`config.mk`:
```
export PLATFORM = sky130hd
export DESIGN_NAME = snn_conv_scheduler
export DESIGN_NICKNAME = d
export VERILOG_FILES = /design/src/rtl/snn_conv_scheduler.sv
export SDC_FILE = /design/constraint.sdc
export NUM_CORES = 1
export LEC_CHECK = 0
export BUFFER_PORTS_ARGS = -buffer_cell sky130_fd_sc_hd__clkbuf_2
export CAP_MARGIN = 10
export CELL_PAD_IN_SITES_DETAIL_PLACEMENT = 2
export CELL_PAD_IN_SITES_GLOBAL_PLACEMENT = 2
export CORE_MARGIN = 5
export CORE_UTILIZATION = 39
export DETAILED_ROUTE_END_ITERATION = 8
export GPL_TIMING_DRIVEN = 0
export PLACE_DENSITY = 0.89
export SLEW_MARGIN = 20
export SYNTH_ARGS = -nofsm -noshare
export SYNTH_HDL_FRONTEND = slang
export SYNTH_SLANG_ARGS = --single-unit
```
`constraint.sdc`:
```
create_clock -name clk -period 11 [get_ports clk]
set_clock_uncertainty 0.15 [all_clocks]
set_input_delay 3.3 -clock clk [delete_from_list [all_inputs] [get_ports clk]]
set_output_delay 3.3 -clock clk [all_outputs]
set_load 0.005 [all_outputs]
```
`src/rtl/snn_conv_scheduler.sv`:
```
// rtl/snn_conv_scheduler.sv - sequences 5x5 spiking convolution MAC commands and tags returned pixel results
module snn_conv_scheduler #(
    parameter int IFMAP_DIM  = 25,
    parameter int FILTER_DIM = 5,
    parameter int OUT_DIM    = 21,
    parameter int NUM_TS     = 2,
    parameter int LAYER_ID   = 1,
    parameter int ADDR_W     = 12,
    parameter int DATA_W     = 13,
    parameter int MAX_OUT    = 4
) (
    input  logic              clk,
    input  logic              reset,
    input  logic              load_start,
    input  logic              load_done,
    output logic              cmd_valid,
    input  logic              cmd_ready,
    output logic [1:0]        cmd_ts,
    output logic [ADDR_W-1:0] cmd_ifmap_addr,
    output logic [ADDR_W-1:0] cmd_filter_addr,
    output logic              cmd_first,
    output logic              cmd_last,
    input  logic              res_valid,
    output logic              res_ready,
    input  logic [DATA_W-1:0] res_data,
    output logic              out_valid,
    input  logic              out_ready,
    output logic [ADDR_W-1:0] out_addr,
    output logic [DATA_W-1:0] out_data,
    output logic [1:0]        out_ts,
    output logic [1:0]        out_layer,
    output logic              out_first,
    output logic              start_r,
    output logic              done_r,
    output logic              busy,
    output logic              err
);
    localparam int CW    = $clog2(OUT_DIM);
    localparam int KW    = $clog2(FILTER_DIM);
    localparam int IW    = $clog2(MAX_OUT + 1);
    localparam int TOTAL = NUM_TS * OUT_DIM * OUT_DIM;
    localparam int NW    = $clog2(TOTAL + 1);

    typedef enum logic [2:0] {IDLE, LOADING, ISSUE, DRAIN, DONE} state_e;
    state_e state_q, state_d;

    logic [1:0]    ts_q, ts_d, rts_q, rts_d;
    logic [CW-1:0] r_q, r_d, c_q, c_d, rr_q, rr_d, rc_q, rc_d;
    logic [KW-1:0] kr_q, kr_d, kc_q, kc_d;
    logic [IW-1:0] inflight_q, inflight_d;
    logic [NW-1:0] ocnt_q, ocnt_d;
    logic          out_valid_q, err_q;

    logic tap_first, tap_last, final_pix, credit_full;
    logic cmd_fire, res_fire, out_fire, start_load;

    assign tap_first   = (kr_q == '0) && (kc_q == '0);
    assign tap_last    = (kr_q == KW'(FILTER_DIM - 1)) && (kc_q == KW'(FILTER_DIM - 1));
    assign final_pix   = (r_q == CW'(OUT_DIM - 1)) && (c_q == CW'(OUT_DIM - 1)) && (ts_q == 2'(NUM_TS));
    assign credit_full = (inflight_q == IW'(MAX_OUT));
    assign cmd_fire    = cmd_valid && cmd_ready;
    assign res_ready   = !out_valid_q || out_ready;
    assign res_fire    = res_valid && res_ready && (inflight_q != '0);
    assign out_fire    = out_valid_q && out_ready;
    assign start_load  = (state_q == LOADING) && load_done;

    assign cmd_ts          = ts_q;
    assign cmd_first       = tap_first;
    assign cmd_last        = tap_last;
    assign cmd_ifmap_addr  = (ADDR_W'(r_q) + ADDR_W'(kr_q)) * ADDR_W'(IFMAP_DIM) + ADDR_W'(c_q) + ADDR_W'(kc_q);
    assign cmd_filter_addr = ADDR_W'(kr_q) * ADDR_W'(FILTER_DIM) + ADDR_W'(kc_q);
    assign out_valid       = out_valid_q;
    assign start_r         = out_fire && (ocnt_q == '0);
    assign err             = err_q;

    always_ff @(posedge clk or posedge reset) begin
        if (reset) state_q <= IDLE;
        else       state_q <= state_d;
    end

    always_comb begin
        state_d = state_q;
        case (state_q)
            IDLE:    if (load_start) state_d = LOADING;
            LOADING: if (load_done) state_d = ISSUE;
            ISSUE:   if (cmd_fire && tap_last && final_pix) state_d = DRAIN;
            DRAIN:   if (ocnt_d == NW'(TOTAL)) state_d = DONE;
            DONE:    state_d = IDLE;
            default: state_d = IDLE;
        endcase
    end

    // Credit only gates the start of a new pixel; a started pixel always completes.
    always_comb begin
        busy      = (state_q != IDLE);
        done_r    = (state_q == DONE);
        cmd_valid = (state_q == ISSUE) && !(tap_first && credit_full);
    end

    always_comb begin
        ts_d  = ts_q;  r_d  = r_q;  c_d  = c_q;  kr_d = kr_q; kc_d = kc_q;
        rts_d = rts_q; rr_d = rr_q; rc_d = rc_q;
        if (start_load) begin
            ts_d  = 2'd1; r_d  = '0; c_d = '0; kr_d = '0; kc_d = '0;
            rts_d = 2'd1; rr_d = '0; rc_d = '0;
        end else begin
            if (cmd_fire && !(tap_last && final_pix)) begin
                if (kc_q != KW'(FILTER_DIM - 1))  kc_d = kc_q + 1'b1;
                else begin
                    kc_d = '0;
                    if (kr_q != KW'(FILTER_DIM - 1)) kr_d = kr_q + 1'b1;
                    else begin
                        kr_d = '0;
                        if (c_q != CW'(OUT_DIM - 1)) c_d = c_q + 1'b1;
                        else begin
                            c_d = '0;
                            if (r_q != CW'(OUT_DIM - 1)) r_d = r_q + 1'b1;
                            else begin
                                r_d  = '0;
                                ts_d = ts_q + 2'd1;
                            end
                        end
                    end
                end
            end
            if (res_fire) begin
                if (rc_q != CW'(OUT_DIM - 1)) rc_d = rc_q + 1'b1;
                else begin
                    rc_d = '0;
                    if (rr_q != CW'(OUT_DIM - 1)) rr_d = rr_q + 1'b1;
                    else begin
                        rr_d  = '0;
                        rts_d = rts_q + 2'd1;
                    end
                end
            end
        end
        inflight_d = inflight_q + IW'(cmd_fire && tap_last) - IW'(res_fire);
        ocnt_d     = start_load ? '0 : ocnt_q + NW'(out_fire);
    end

    always_ff @(posedge clk or posedge reset) begin
        if (reset) begin
            ts_q <= '0; r_q <= '0; c_q <= '0; kr_q <= '0; kc_q <= '0;
            rts_q <= '0; rr_q <= '0; rc_q <= '0;
            inflight_q <= '0; ocnt_q <= '0; err_q <= 1'b0;
            out_valid_q <= 1'b0; out_addr <= '0; out_data <= '0;
            out_ts <= '0; out_layer <= '0; out_first <= 1'b0;
        end else begin
            ts_q <= ts_d; r_q <= r_d; c_q <= c_d; kr_q <= kr_d; kc_q <= kc_d;
            rts_q <= rts_d; rr_q <= rr_d; rc_q <= rc_d;
            inflight_q <= inflight_d;
            ocnt_q     <= ocnt_d;
            if (res_valid && (inflight_q == '0)) err_q <= 1'b1;
            if (res_fire) begin
                out_valid_q <= 1'b1;
                out_data    <= res_data;
                out_addr    <= ADDR_W'(rr_q) * ADDR_W'(OUT_DIM) + ADDR_W'(rc_q);
                out_ts      <= rts_q;
                out_layer   <= 2'(LAYER_ID);
                out_first   <= (rr_q == '0) && (rc_q == '0);
            end else if (out_fire) begin
                out_valid_q <= 1'b0;
            end
        end
    end
endmodule

```
# After elaboration in Yosys (flattened, before gate mapping)
# Index checks and enable logic that the tools add are counted.
dict set report op_classes {
  add_sub_neg 16
  mul 3
  eq_ne 27
  mux 43
  reduce_logical 41
}
# operator n
set op_table {}
lappend op_table {{5-bit 2-to-1 mux} 18}
lappend op_table {{3-bit 2-to-1 mux} 11}
lappend op_table {{5-bit by 1-bit adder with 5-bit output (second input constant)} 4}
lappend op_table {{2-bit 2-to-1 mux} 10}
lappend op_table {{2-bit inequality test (second input constant)} 10}
lappend op_table {{5-bit inequality test (second input constant)} 4}
lappend op_table {{1-bit logical AND} 18}
lappend op_table {{11-bit by 5-bit adder with 12-bit output} 1}
lappend op_table {{12-bit by 3-bit adder with 12-bit output} 1}
lappend op_table {{3-bit == test (second input constant)} 4}
lappend op_table {{3-bit zero test} 4}
lappend op_table {{3-bit case mux with 4 select lines} 1}
lappend op_table {{10-bit by 5-bit adder with 11-bit output} 1}
lappend op_table {{6-bit by 5-bit multiplier with 11-bit output (second input constant)} 1}
lappend op_table {{10-bit by 1-bit adder with 10-bit output} 1}
lappend op_table {{10-bit == test (second input constant)} 1}
lappend op_table {{5-bit == test (second input constant)} 2}
lappend op_table {{10-bit zero test} 1}
lappend op_table {{5-bit zero test} 2}
lappend op_table {{5-bit by 5-bit multiplier with 10-bit output (second input constant)} 1}
lappend op_table {{10-bit 2-to-1 mux} 1}
lappend op_table {{4-bit AND reduction} 2}
lappend op_table {{6-bit by 3-bit adder with 7-bit output} 1}
lappend op_table {{3-bit by 1-bit adder with 3-bit output (second input constant)} 2}
lappend op_table {{17 further kinds} 28}
dict set report word_totals {
  reg_bits 77
  input_bits 20
  wordCells 148
}

# Depth between registers and ports, before layout
dict set report logic_depth {
  depth_word 10
  ltp_mapped 15
  depth_no_buf 15
}

# Worst setup path after synthesis
# No wires, ideal clock.
dict set report synth_path {
  path_kind {register -> output}
  start {register r_q[0]}
  end {output port cmd_ifmap_addr[10]}
  t_arrival_ps 4293
  t_required_ps 7550
  path_slack_ps 3257
  stages_incl_launch_ff 16
  path_cell_list {dfrtp_1 > ha_1 > fa_1 > xor2_1 > ha_1 > inv_1 > fa_1 > inv_1 > fa_1 > ha_1 > ha_1 > nand3_1 > o211ai_1 > or4_1 > a2111o_1 > o211ai_1}
}
dict set report synth_via {
  elab_chain_cells 4
}
# item line
set synth_lines {}
lappend synth_lines {{start, declared} 48} ;# logic [CW-1:0] r_q, r_d, c_q, c_d, rr_q, rr_d, rc_q, rc_d;
lappend synth_lines {{start signal, assigned} 144} ;# ts_q <= '0; r_q <= '0; c_q <= '0; kr_q <= '0; kc_q <= '0;
lappend synth_lines {{start signal, assigned} 150} ;# ts_q <= ts_d; r_q <= r_d; c_q <= c_d; kr_q <= kr_d; kc_q <= kc_d;
lappend synth_lines {{5-bit by 3-bit adder with 6-bit output} 70} ;# assign cmd_ifmap_addr = (ADDR_W'(r_q) + ADDR_W'(kr_q)) * ADDR_W'(IFMAP_DIM) + ADDR_W'(c_q) + ADDR_W'(kc_q);
lappend synth_lines {{6-bit by 5-bit multiplier with 11-bit output} 70}
lappend synth_lines {{11-bit by 5-bit adder with 12-bit output} 70}
lappend synth_lines {{12-bit by 3-bit adder with 12-bit output} 70}
lappend synth_lines {{end, declared} 19} ;# output logic [ADDR_W-1:0] cmd_ifmap_addr,
# Every way passes these cells.

# Worst setup path in the final report
dict set report layout_path {
  start {register kr_q[0]}
  end {output port cmd_ifmap_addr[10]}
}
dict set report layout_via {
  elab_chain_cells 4
}
# item line
set layout_lines {}
lappend layout_lines {{start, declared} 49} ;# logic [KW-1:0] kr_q, kr_d, kc_q, kc_d;
lappend layout_lines {{start signal, assigned} 144}
lappend layout_lines {{start signal, assigned} 150}
lappend layout_lines {{5-bit by 3-bit adder with 6-bit output} 70}
lappend layout_lines {{6-bit by 5-bit multiplier with 11-bit output} 70}
lappend layout_lines {{11-bit by 5-bit adder with 12-bit output} 70}
lappend layout_lines {{12-bit by 3-bit adder with 12-bit output} 70}
# Every way passes these cells.

==> qor.tcl <==
set qor(run_status) {finished clean}
set qor(fin_tns_setup_ns) 0
set qor(seq_pwr_share_pct) 24.6
set qor(fraction_of_power_consumed_by_the_clock_network_pct) 17.6
set qor(power_dissipated_by_switching_net_loads_uw) 937
set qor(die_area_um2) 17400
set qor(syn-mean-instance-area_um2) 9.40
set qor(edff_count_synth) 0
set qor(synth-seq-area-share_pct) 32.9
set qor(cts_tree) {yes}
set qor(slew_headroom_pct) 56.5
set qor(clk_root_buffer_cell) {clkbuf_16}
set qor(area.growth.synth_to_final_pct) 17.4
set qor(num_antenna_cells) 0
set qor(net_sw_share_pct) 47.0
set qor(place.gp.congestion) 0.831
set qor(synth_top_cells_by_area) {dfrtp_1, ha_1, nand2_1, fa_1, inv_1}
set qor(cts_buffer_depth) 2
set qor(instances_no_fill) 900
set qor(p_comb_share_pct) 57.8
set qor(clock-sinks) 76
set qor(crit_path_end_kind) {output port}
set qor(layout-drive-gt1-share_pct) 17.9
set qor(max_cap_violations) 0
set qor(peakVddDrop_mv) 0.180
set qor(crit_path_required_time_ns) 7.55
set qor(postSynthRegisterBits) 76
set qor(timing.critical_path.buf_inv) 1
set qor(portBuffers) 76
set qor(final_core_utilization_pct) 46.7
set qor(netlist.top_cell.by_area) {dfrtp_1}
set qor(grt_antenna_before_repair) 0
set qor(cpMaxStageDelayCell) {fa_1}
set qor(crit_path_frequent_cell) {ha_1}
set qor(iteration_count_of_the_initial_detailed_routing_pass) 4
set qor(synth_warn) 0
set qor(cts-resized-gates) 0
set qor(synth_flop_cell) {dfrtp_1}
set qor(routed_wire_length_mm) 21.2
set qor(finalHoldViolCount) 0
set qor(synthesis.area_um2) 5790
set qor(critPathLaunchType) {flip-flop}
set qor(async_flop_share_pct) 100
set qor(min_period_over_period_pct) 79.2
set qor(dpl.hpwl_mm) 14.6
set qor(min-delay-path-class) {reg2reg}
set qor(max_clock_freq_ghz) 0.115
set qor(overflow_left_after_global_routing) 0
set qor(grt_start_max_net_pins) 51
set qor(die_w_um) 132
set qor(netlist-cell-type-count) 63
set qor(clkLatencyLatePin_ns) 0.35
set qor(setup_viol) 0
set qor(critPathTopFamily) {adder cells}
set qor(post-synth-top-area-fraction_pct) 32.9
set qor(numCtsBuffers) 9
set qor(timing_max_transition_violations_final) 0
set qor(initial_util_pct) 39.8
set qor(detailroute.via_count) 5122
set qor(n_fill_cell) 1569
set qor(critPathMaxStageDelay_ns) 0.49
set qor(post-cts-setup-buffer-count) 0
set qor(avgRoutedWirePerCell_um) 23.5
set qor(rsz0062_at_grt) {false}
set qor(vias_per_cell) 5.69
set qor(design.core.area_um2) 14500
set qor(crit_chain) {ha_1 -> fa_1 -> a21o_1 -> nand2_1 -> xnor2_1 -> ha_1 -> ha_1 -> fa_1 -> ha_1 -> ha_1 -> nand3_1 -> o211ai_1 -> or4_1 -> a2111o_1 -> o211ai_1 -> clkbuf_2}
set qor(static-leakage-power_nw) 3.65
set qor(global_route.usage.total_pct) 24.8
set qor(postCtsHoldBufs) 0
set qor(worstMarginPinSlew_ns) 0.652
set qor(final_nets) 841
set qor(floorplan.io_pins) 85
set qor(drtIter0Drc) 240
set qor(detail_route.drc_violations) 0
set qor(first_global_vias) 6007
set qor(floorplan.rows) 44
set qor(intPower_mw) 1.06
set qor(die_h_um) 132
set qor(cell_count_after_synthesis) 616
set qor(h-tree-depth) 3
set qor(worstSetupPathType) {reg2out}
set qor(dpl.cell_count) 884
set qor(ant_nets) 0
set qor(worstPathMaxFanout) 6
set qor(hold_slack_ns) 0.332
set qor(pwr_density_cell_nw_per_um2) 294
set qor(grt_pass1_wl_mm) 34.2
set qor(period_needed_ns) 8.72
set qor(worst_ep_arrival_time_ns) 5.27
set qor(worst_setup_hold_path_clk_slew_ns) 0.06
-- cells in the final DEF, fill, tap and decap left out, types with 5 or more instances in the layout --
cell / netlist / final
xnor2_1: 17 / 17
clkbuf_16: 0 / 9
inv_1: 51 / 50
nor3_1: 8 / 8
or3_1: 5 / 5
ha_1: 98 / 98
dfrtp_1: 76 / 76
buf_4: 9 / 9
conb_1: 1 / 8
mux2i_1: 5 / 5
nor2_1: 39 / 39
o211ai_1: 6 / 6
a21oi_1: 24 / 24
o21ai_0: 29 / 29
a21o_1: 8 / 8
nand3_1: 22 / 22
nand2_1: 99 / 99
fa_1: 12 / 12
clkbuf_1: 4 / 5
clkbuf_2: 0 / 76
xor2_1: 15 / 15
-- flip-flops by register name, indices dropped and copies added (netlist names) --
signal / count
c_q: 5
cmd_ts: 2
err: 1
inflight_q: 3
kc_q: 3
kr_q: 3
ocnt_q: 10
out_addr: 11
out_data: 13
out_first: 1
out_layer: 1
out_ts: 2
out_valid: 1
r_q: 5
rc_q: 5
rr_q: 5
rts_q: 2
state_q: 3
-- worst paths after layout --
check / start / endpoint / slack [ns] / cells past startpoint
min reg2reg: out_data[12] / out_data[12] / 0.33 / 2
max in group asynchronous: reset / kr_q[0] / 7.29 / 3
min: out_data[12] / out_data[12] / 0.33 / 2
max: kr_q[0] / cmd_ifmap_addr[10] / 2.28 / 16
min in group asynchronous: reset / rc_q[4] / 2.79 / 2
max reg2reg: rr_q[3] / out_addr[8] / 7.19 / 11
-- through the flow --
step | instance area (um^2) | power, mW | worst slack, ns
2_1_floorplan | 5820 | 1.13 | 3.26
3_3_place_gp | 6430 | 1.43 | 2.86
3_5_place_dp | 6460 | 1.58 | 2.68
4_1_cts | 6790 | 2.01 | 2.24
5_1_grt | 6790 | 2.15 | 2.08
6_report | 6790 | 1.99 | 2.28
-- final cells by class --
type | count | area, um^2 | share of cell area (%)
plain buffers | 22 | 143 | 2.10
multi-input cells | 474 | 3580 | 52.7
flip-flops and latches | 76 | 1900 | 28.0
inverters | 51 | 194 | 2.85
clock inverters | 3 | 67.6 | 0.994
repair buffers | 77 | 408 | 6.00
well taps | 184 | 230 | 3.39
clock buffers | 13 | 270 | 3.98
-- routing by layer --
metal	track usage, %	routed length (um)	up-vias
met5	0	0	-
met4	9.20	702	0
met3	5.15	806	46
met2	46.8	11300	140
met1	27.1	8360	2628
li1	-	-	2308
-- worst register-to-register path: stages, from the launching register on --
cell     delay, ns
dfrtp_1       0.52
ha_1          0.37
ha_1          0.29
inv_1         0.06
fa_1          0.54
inv_1         0.08
fa_1          0.48
a21o_1        0.21
a21oi_1       0.32
o21ai_0       0.17
and3b_1       0.23
o31ai_1       0.29
-- power groups by stage --
stage / clock [mW] / sequential [mW] / combinational (mW)
2_1_floorplan: 0 / 0.451 / 0.682
3_3_place_gp: 0 / 0.469 / 0.958
3_5_place_dp: 0 / 0.482 / 1.10
4_1_cts: 0.356 / 0.489 / 1.17
5_1_grt: 0.369 / 0.501 / 1.28
6_report: 0.351 / 0.491 / 1.15
-- kinds of logic (layout without fill, tap and decap cells) --
logic type      count (synthesis)  after routing  share of synthesized area [%]
fa+ha+maj                     110            110                           25.3
compound gates                 97             97                           11.3
buf+inv                        73            166                           5.77
xor+xnor                       32             32                           4.84
flops                          76             76                           32.9
simple gates                  219            219                           18.4
mux                             8              8                           1.45
other cells                     1              8                         0.0648
-- Yosys cell counts (4+ instances only) --
| library cell | number |
|---|---|
| a21o_1 | 8 |
| a21oi_1 | 24 |
| a31o_2 | 4 |
| buf_4 | 9 |
| clkbuf_1 | 4 |
| dfrtp_1 | 76 |
| fa_1 | 12 |
| ha_1 | 98 |
| inv_1 | 51 |
| mux2i_1 | 5 |
| nand2_1 | 99 |
| nand2b_1 | 4 |
| nand3_1 | 22 |
| nor2_1 | 39 |
| nor2b_1 | 4 |
| nor3_1 | 8 |
| nor4_1 | 4 |
| o211ai_1 | 6 |
| o21ai_0 | 29 |
| or3_1 | 5 |
| xnor2_1 | 17 |
| xor2_1 | 15 |
Note: power is estimated with default switching activity, not from simulation.
